$ cat src/rtl/cam_capture_rgb332_pkg.sv
// Shared definitions for the OV7670 RGB565 -> RGB332 capture stage:
// FSM encodings, default geometry and RGB565 byte field positions.
package cam_capture_rgb332_pkg;

  localparam int DEF_H_PIX   = 160;
  localparam int DEF_V_LINES = 120;
  localparam int DEF_AW      = 15;

  localparam logic [1:0] S_IDLE   = 2'd0;
  localparam logic [1:0] S_VBLANK = 2'd1;
  localparam logic [1:0] S_BYTE1  = 2'd2;
  localparam logic [1:0] S_BYTE2  = 2'd3;

  // MSB positions of the fields kept from each RGB565 byte:
  // byte 1 = {R4..R0, G5..G3}, byte 2 = {G2..G0, B4..B0}.
  localparam int B1_R_MSB = 7;
  localparam int B1_G_MSB = 2;
  localparam int B2_B_MSB = 4;

endpackage

$ cat src/rtl/cam_capture_rgb332_px_addr_gen.sv
// Column/row/line-base counters for the frame-buffer write address,
// with clipping to H_PIX x V_LINES and the sticky overflow flag.
module cam_capture_rgb332_px_addr_gen
  import cam_capture_rgb332_pkg::*;
#(
  parameter int H_PIX   = DEF_H_PIX,
  parameter int V_LINES = DEF_V_LINES,
  parameter int AW      = DEF_AW
) (
  input  logic          pl,
  input  logic          Reset_n,
  input  logic          frame_start,
  input  logic          px_done,
  input  logic          line_end,
  output logic [AW-1:0] wr_addr,
  output logic          wr_ok,
  output logic          has_data,
  output logic          overflow
);

  localparam int CW = $clog2(H_PIX + 1);
  localparam int RW = $clog2(V_LINES + 1);

  logic [CW-1:0] col;
  logic [RW-1:0] row;
  logic [AW-1:0] line_base;

  // Clipping keeps line_base + col at or below H_PIX*V_LINES-1, so no wrap.
  assign wr_ok    = (col < CW'(H_PIX)) && (row < RW'(V_LINES));
  assign wr_addr  = line_base + AW'(col);
  assign has_data = (row != '0) || (col != '0);

  // NOTE: sequential state uses non-blocking (<=) so every register samples
  // pre-edge values; blocking here would create order-dependent races.
  always_ff @(posedge pl or negedge Reset_n) begin
    if (!Reset_n) begin
      col       <= '0;
      row       <= '0;
      line_base <= '0;
      overflow  <= 1'b0;
    end else if (frame_start) begin
      col       <= '0;
      row       <= '0;
      line_base <= '0;
      overflow  <= 1'b0;
    end else if (px_done) begin
      if (wr_ok) col <= col + CW'(1);
      else       overflow <= 1'b1;
    end else if (line_end && (col != '0)) begin
      // Empty lines (blanking before the first real line) do not count.
      line_base <= line_base + AW'(H_PIX);
      row       <= row + RW'(1);
      col       <= '0;
    end
  end

endmodule

$ cat src/rtl/cam_capture_rgb332.sv
// OV7670 capture: frame/line FSM on registered VSYNC/HREF, RGB565 byte-pair
// assembly into RGB332 and registered frame-buffer write port.
module cam_capture_rgb332
  import cam_capture_rgb332_pkg::*;
#(
  parameter int H_PIX   = DEF_H_PIX,
  parameter int V_LINES = DEF_V_LINES,
  parameter int AW      = DEF_AW
) (
  input  logic          pl,
  input  logic          Reset_n,
  input  logic          vsync,
  input  logic          href,
  input  logic [7:0]    px_data,
  output logic [AW-1:0] mem_px_addr,
  output logic [7:0]    mem_px_data,
  output logic          px_wr,
  output logic          frame_done,
  output logic          overflow
);

  logic [1:0]    state;
  logic [5:0]    rg_q;
  logic          href_q;
  logic          in_frame;
  logic          frame_start;
  logic          px_done;
  logic          line_end;
  logic          wr_ok;
  logic          wr_now;
  logic          has_data;
  logic [AW-1:0] wr_addr;

  assign in_frame    = (state == S_BYTE1) || (state == S_BYTE2);
  assign frame_start = (state == S_VBLANK) && !vsync;
  // A second byte seen together with VSYNC still completes its pixel.
  assign px_done     = (state == S_BYTE2) && href;
  assign line_end    = in_frame && !vsync && href_q && !href;
  assign wr_now      = px_done && wr_ok;

  cam_capture_rgb332_px_addr_gen #(
    .H_PIX   (H_PIX),
    .V_LINES (V_LINES),
    .AW      (AW)
  ) u_addr_gen (
    .pl          (pl),
    .Reset_n     (Reset_n),
    .frame_start (frame_start),
    .px_done     (px_done),
    .line_end    (line_end),
    .wr_addr     (wr_addr),
    .wr_ok       (wr_ok),
    .has_data    (has_data),
    .overflow    (overflow)
  );

  always_ff @(posedge pl or negedge Reset_n) begin
    if (!Reset_n) begin
      state       <= S_IDLE;
      rg_q        <= '0;
      href_q      <= 1'b0;
      mem_px_addr <= '0;
      mem_px_data <= '0;
      px_wr       <= 1'b0;
      frame_done  <= 1'b0;
    end else begin
      href_q     <= href;
      px_wr      <= wr_now;
      frame_done <= in_frame && vsync && (has_data || wr_now);
      if (wr_now) begin
        mem_px_addr <= wr_addr;
        mem_px_data <= {rg_q, px_data[B2_B_MSB -: 2]};
      end

      case (state)
        S_IDLE:   if (vsync) state <= S_VBLANK;
        S_VBLANK: if (!vsync) state <= S_BYTE1;
        S_BYTE1: begin
          if (vsync) begin
            state <= S_VBLANK;
          end else if (href) begin
            rg_q  <= {px_data[B1_R_MSB -: 3], px_data[B1_G_MSB -: 3]};
            state <= S_BYTE2;
          end
        end
        // Odd byte count: HREF low here drops the half pixel.
        S_BYTE2:  state <= vsync ? S_VBLANK : S_BYTE1;
        default:  state <= S_IDLE;
      endcase
    end
  end

endmodule

$ cat config.mk
export PLATFORM = sky130hd
export DESIGN_NAME = cam_capture_rgb332
export DESIGN_NICKNAME = d
export VERILOG_FILES = /design/src/rtl/cam_capture_rgb332_pkg.sv /design/src/rtl/cam_capture_rgb332_px_addr_gen.sv /design/src/rtl/cam_capture_rgb332.sv
export SDC_FILE = /design/constraint.sdc
export NUM_CORES = 1
export LEC_CHECK = 0
export BUFFER_PORTS_ARGS = -buffer_cell sky130_fd_sc_hd__buf_2
export CAP_MARGIN = 20
export CORE_ASPECT_RATIO = 1.25
export CORE_MARGIN = 1.5
export CORE_UTILIZATION = 40
export CTS_CLUSTER_DIAMETER = 100
export DETAILED_ROUTE_END_ITERATION = 7
export GPL_TIMING_DRIVEN = 0
export RECOVER_POWER = 25
export SKIP_LAST_GASP = 1
export SLEW_MARGIN = 40
export SYNTH_ARGS = -nofsm -noshare
export SYNTH_HDL_FRONTEND = slang
export SYNTH_SLANG_ARGS = --single-unit
export TNS_END_PERCENT = 10
$ cat constraint.sdc
create_clock -name pl -period 1.7 [get_ports pl]
set_input_delay 0.085 -clock pl [delete_from_list [all_inputs] [get_ports pl]]
set_output_delay 0.085 -clock pl [all_outputs]
set_load 0.03 [all_outputs]
==> results of run 1 <==
## routing by layer
metal	vias up	global-route usage [%]
met5	-	0
met4	0	8.93
met3	14	3.49
met2	53	29.6
met1	1098	21.9
li1	1125	-
## cell families after synthesis
kind of cell	after synthesis
flops	60
simple gates	118
compound gates	57
xor+xnor	8
mux	9
buf+inv	18
fa+ha+maj	8
## power by group
part	internal (uW)	leakage [uW]	total, uW	switching (uW)
clock	640	0.0000982	1190	554
combinational	257	0.000869	668	410
sequential	1570	0.000793	1640	78.9
## placed cells by master (no fill, tap or decap), types with 4 or more instances in the layout
cell           netlist  routed
a21oi_1              7       4
buf_2                5      36
buf_4                1      11
clkbuf_2             1       4
clkbuf_8             0      12
dfrtp_1             60      53
dfrtp_2              0       7
dlygate4sd3_1        0      11
ha_1                 8       6
inv_1                7       7
mux2_2               7       7
nand2_1             62      62
nand2b_1             4       4
nand3_1             10       9
nor2_1              11       9
nor3_1               7       4
o211ai_1             5       5
o21ai_0             16      14
o31ai_1              8       6
xnor2_1              7       7
## how the worst max path moves through the flow
stage,startpoint,endpoint,slack (ps)
finish,u_addr_gen.col[0],u_addr_gen.line_base[11],-50
floorplan,u_addr_gen.col[6],mem_px_addr[14],10
global route,u_addr_gen.col[1],u_addr_gen.line_base[10],-80
detailed placement,u_addr_gen.col[1],u_addr_gen.line_base[11],-340
global placement,u_addr_gen.col[0],u_addr_gen.line_base[11],-340
CTS,u_addr_gen.col[6],mem_px_addr[9],-70
## state kept, by name, indices dropped and copies added, names as in the netlist
register / cells
href_q: 1
u_addr_gen.col: 8
rg_q: 6
frame_done: 1
mem_px_data: 8
state: 2
u_addr_gen.overflow: 1
u_addr_gen.row: 7
px_wr: 1
u_addr_gen.line_base: 10
mem_px_addr: 15
## stage by stage
step           power (uW)  hold slack, ps
3_5_place_dp         2220             217
3_3_place_gp         2210             238
2_1_floorplan        2030            -211
5_1_grt              3670            89.7
6_report             3510            72.7
4_1_cts              3490            37.5
## what timing repair did
item,4_1_cts,5_1_grt
setup endpoints to repair,55,47
pin swaps,3,8
hold endpoints to repair,70,0
gates resized for setup,14,44
gates cloned,0,1
hold buffers,11,0
buffers inserted,6,3
## cell type report
| cell class | count | area [sq um] |
|---|---|---|
| Multi-Input combinational cell | 200 | 1430 |
| Timing Repair Buffer | 58 | 384 |
| Fill cell | 638 | 3160 |
| Tap cell | 90 | 113 |
| Clock buffer | 12 | 165 |
| Inverter | 7 | 26.3 |
| Clock inverter | 4 | 22.5 |
| Sequential cell | 60 | 1510 |
| Buffer | 11 | 77.6 |
## tightest hold or removal path: stages
cell	delay, ps
clkbuf_1	110
nand2_1	110
o21bai_1	60
==> run metrics, run 1 <==
count leader, synth=nand2_1; CP top delay family=compound AO/OA/AOI/OAI gates; Inst Count DP=405; highest routed layer=met4; GRT overflow=0; Final Setup Violations=5; nets=367; post-synthesis xor/xnor area fraction=2.48%; core area=roughly 6900 sq um; Worst EP required=around 1900 ps; first-pass GRT wire length=~11000 um; DP Area=3130 sq um; CTS tree=done; Skew-Pair Late Insertion Delay=330 ps; Crit. End Element=flop; ys async rst share=100%; drc violations=0; Crit Path Category=reg2reg; Compound-Gate Fraction of Synth Area=13.7%; Syn. warnings=0; status=finished with violations; failing checks=negative setup slack; Mean Syn Cell Area=just over 10 sq um; worst min-delay path class=in2reg; CP Buf/Inv Count=2; Die W=78.1 um; post-synth cell types=49; DP HPWL=between 3000 and 4000 um; multiplexer share of the synthesized area=3.50%; Vias/cell=5.18; H-tree levels=3; vias in the first global route=2272; drt wl/cell=14.5 um; reg2reg start=u_addr_gen.col[0]; Crit path arrival time=1960 ps; fin crit share=103%; GPL Wtd Cong=0.783; Reg2Reg Setup Slack=-50 ps; Post-Synth Adder-Cell Area=3.55%; Synth Instances=278; post-synthesis simple-gate area fraction=20.7%; Tightest Pin Transition=approximately 830 ps; final setup margin=-45.6 ps; final setup TNS=-138 ps; Worst Setup Slack post-DPL=-336 ps; Synth area leaders=dfrtp_1 53%, nand2_1 8.2%, ha_1 3.5%; Tmin final=1750 ps; largest family of logic cells by synthesized area=simple AND/OR/NAND/NOR gates; met3 wire len=235 um; DRT antenna net count=0; number of synthesized flops with an enable pin=0; initial antenna violation count=0; Final Hold Viols=0; Pleak=0.00176 uW; pwr/cell area=between 900 and 1000 nW/um^2; Fin Clk Skew=9.53 ps; Worst R2R End=u_addr_gen.line_base[11]; clock sink count=60; Total Routing Usage GR=17.8%; Synth Cell Area=between 2000 and 3000 sq um; worst ir drop on vdd=between 0.5 and 0.6 mV; max cap viols=0; total CTS buffers=9; routed wl met2=3120 um; Hold EP=state[0]; Synth top area share=53.2%; Layout area overhead=32.1%; ANT cells=0; layout cell share with drive strength beyond 1=34.4%; final WL=around 6400 um; TritonRoute pass-1 iters=4; FF+latch count, synth=60; Worst-path clk slew=70 ps; DRT met1 WL=2900 um; RSZ-0062 raised after global routing=yes; FF-to-FF path depth=7; clk root buf=clkbuf_8; Initial Util=41.0%; most instantiated cells after synthesis=62 x nand2_1, 60 x dfrtp_1, 16 x o21ai_0, 11 x nor2_1, 10 x nand3_1; Final Util=54.1%; crit-path cells=inv_1 -> ha_1 -> nor3b_4 -> a21o_4 -> buf_4 -> o311ai_2 -> o41ai_2; largest area contributor in the netlist=dfrtp_1; Max FO, Critical Path=6; worst hold start=href; Design Area, Final=3730 sq um; # rows=34; hold path cells=3; fmax=0.573 GHz; Rel. slew slack=44.4%; Die Y=slightly below 100 um; slowest CP cell=dfrtp_1; Finished Layout Cells=442; maximum number of pins on one net before global-route repair=a little over 60; IO buf count=37; CP max stage delay=350 ps; Final Max Slew Viols=0; Startpoint Class=flop; drt first-iter violations=just over 90; WP depth=7; via count=2290; total die area=7570 sq um; Primary FF master, synth=dfrtp_1; CTS Buffer Depth=2; Seq/Total Area, Yosys=53.2%; Mapped Nets=a little under 300; I/O pins=38
Note: power is estimated with default switching activity, not from simulation.
==> run 2, diff against run 1 <==
Settings changed: CORE_MARGIN 1.5 to 8.
Clock period 1.7 ns to 1.8 ns, I/O delays scaled along.
==> run 2 against run 1 <==
  * The run now ends clean
  * Core utilization fell by 1.5 points
  * Register-to-register slack improved by 100 ps
  * Largest power group unchanged
  * Global-route usage fell by 4.2 points
  * Fmax barely moved
  * Critical path depth fell by 1
  * Routed wire length rose by 0.28%
  * Sequential power fell by 5%
  * Combinational power fell by 12%
  * Hold slack improved by 270 ps
  * Critical path type unchanged
  * Flip-flop and latch count did not move
  * Setup slack improved by 100 ps
  * Critical endpoint unchanged
==> run metrics, run 2 (synthesis results as in run 1) <==
status=finished, final reports clean (was finished with violations); Initial Util=41.0% (unchanged); worst min-delay path class=in2async (was in2reg); core area=6890 sq um (unchanged); CP Buf/Inv Count=1 (was 2); Die Y=110 um (was 96.9 um); CP max stage delay=370 ps (was 350 ps); Final Hold Viols=0 (unchanged); vias in the first global route=2340 (was 2272); fin crit share=97.0% (was 103%); CTS Buffer Depth=2 (unchanged); largest registers=mem_px_addr x15, u_addr_gen.line_base x10 (unchanged); Startpoint Class=flop (unchanged); overall power=3390 uW (was 3510 uW); Biggest register=mem_px_addr (unchanged); initial antenna violation count=0 (unchanged); max cap viols=0 (unchanged); total CTS buffers=9 (unchanged); Skew-Pair Late Insertion Delay=340 ps (was 330 ps); clk root buf=clkbuf_8 (unchanged); CP top delay family=compound AO/OA/AOI/OAI gates (unchanged); Rel. slew slack=50.9% (was 44.4%); worst ir drop on vdd=0.653 mV (was 0.576 mV); Final Max Slew Viols=0 (unchanged); IO buf count=37 (unchanged); most frequent cells in the layout=62 x nand2_1, 57 x dfrtp_1, 38 x buf_2 (was 62 x nand2_1, 53 x dfrtp_1, 36 x buf_2); GRT overflow=0 (unchanged); ANT cells=0 (unchanged); DP HPWL=4450 um (was 3970 um); layout cell share with drive strength beyond 1=29.2% (was 34.4%); Tmin final=1750 ps (about the same); Tightest Pin Transition=737 ps (was 833 ps); most common cell after layout, fill and taps aside=nand2_1 (unchanged); Die W=91.1 um (was 78.1 um); Worst-path clk slew=70 ps (about the same); Pleak=0.00172 uW (was 0.00176 uW); I/O pins=38 (unchanged); max FFs per register=15 (unchanged); drc violations=0 (unchanged); crit-path cells=inv_1 -> ha_1 -> nor3b_4 -> a21oi_4 -> nor2_1 -> o41ai_1 (was inv_1 -> ha_1 -> nor3b_4 -> a21o_4 -> buf_4 -> o311ai_2 -> o41ai_2); slowest CP cell=o41ai_1 (was dfrtp_1); drt first-iter violations=90 (was 91); GPL Wtd Cong=0.805 (was 0.783); fmax=0.573 GHz (about the same); Final Setup Violations=0 (was 5); CTS tree=done (unchanged); via count=2280 (was 2290); TritonRoute pass-1 iters=4 (unchanged); maximum number of pins on one net before global-route repair=34 (was 61); Crit Path Category=reg2reg (unchanged); Final Hold Slack=342 ps (was 72.7 ps); final WL=6410 um (was 6400 um); # rows=34 (unchanged); Vias/cell=5.23 (was 5.18); H-tree levels=3 (unchanged); Crit path arrival time=1980 ps (was 1960 ps); Worst EP required=2030 ps (was 1910 ps); pwr/cell area=936 nW/um^2 (was 940 nW/um^2); total die area=10000 sq um (was 7570 sq um); Final Util=52.6% (was 54.1%); Fin Clk Skew=12.4 ps (was 9.53 ps); nets=361 (was 367); Crit. End Element=flop (unchanged); Max FO, Critical Path=7 (was 6); DRT antenna net count=0 (unchanged); Total Routing Usage GR=13.7% (was 17.8%); first-pass GRT wire length=10900 um (was 10600 um); Layout area overhead=28.4% (was 32.1%); RSZ-0062 raised after global routing=yes (unchanged); clock sink count=60 (unchanged); drt wl/cell=14.7 um (was 14.5 um)
==> run 2: cell count changes in the layout (fill, tap and decap cells not counted), moves of 2 or more <==
cell,delta
dfrtp_2,-4
dfrtp_1,+4
buf_6,-2
clkinv_2,-3
nor3_2,-2
buf_2,+2
buf_4,-6
clkbuf_1,+3
nor3_1,+2
==> run 2: stage by stage <==
step,TNS [ps],instances,cell area [sq um],setup slack [ps]
finish,0,436,3620,54.3
global route,-705,436,3620,-70.7
CTS,-212,435,3540,-39.0
detailed placement,-6120,406,3150,-292
global placement,-5190,405,3130,-252
floorplan,0,278,2830,89.9
==> run 2: final cells by class <==
| cell class | instances | area [sq um] |
|---|---|---|
| Sequential cell | 60 | 1510 |
| Tap cell | 90 | 113 |
| Buffer | 11 | 63.8 |
| Fill cell | 667 | 3270 |
| Multi-Input combinational cell | 200 | 1380 |
| Inverter | 7 | 26.3 |
| Clock inverter | 3 | 45.0 |
| Clock buffer | 13 | 159 |
| Timing Repair Buffer | 52 | 337 |
==> run 2: where the power goes <==
part / internal [uW] / switching (uW) / total, uW
clock: 716 / 537 / 1250
combinational: 214 / 373 / 588
sequential: 1480 / 74.9 / 1550
==> run 2: timing repair <==
item	CTS	global route
hold endpoints to repair	37	0
hold buffers	11	0
endpoints found under the setup margin	41	39
setup buffers	2	1
resized for setup	12	24
pin swaps	0	3
==> run 2: path summary, 6_finish.rpt <==
check                      cells after the start                        to              start  slack, ps
setup / recovery                               6  u_addr_gen.line_base[11]  u_addr_gen.col[0]         50
hold / removal                                 2           mem_px_addr[11]            Reset_n        340
setup reg to reg                               6  u_addr_gen.line_base[11]  u_addr_gen.col[0]         50
hold reg to reg                                2            mem_px_data[5]            rg_q[3]        460
max in group asynchronous                      3         u_addr_gen.col[6]            Reset_n        820
min in group pl                                2            mem_px_data[5]            rg_q[3]        460
==> run 2: per-layer routing <==
metal / wire, um / vias to the layer above / GRT usage (%)
met5: 0 / - / 0
met4: 224 / 0 / 9.61
met3: 420 / 17 / 4.85
met2: 2980 / 50 / 22.0
met1: 2790 / 1099 / 15.0
li1: - / 1114 / -
==> run 2: worst reg2reg max path: stages, from the launching register on <==
cell and delay, ps:
dfrtp_1 350, inv_1 60, ha_1 210, nor3b_4 180, a21oi_4 300, nor2_1 180, o41ai_1 370
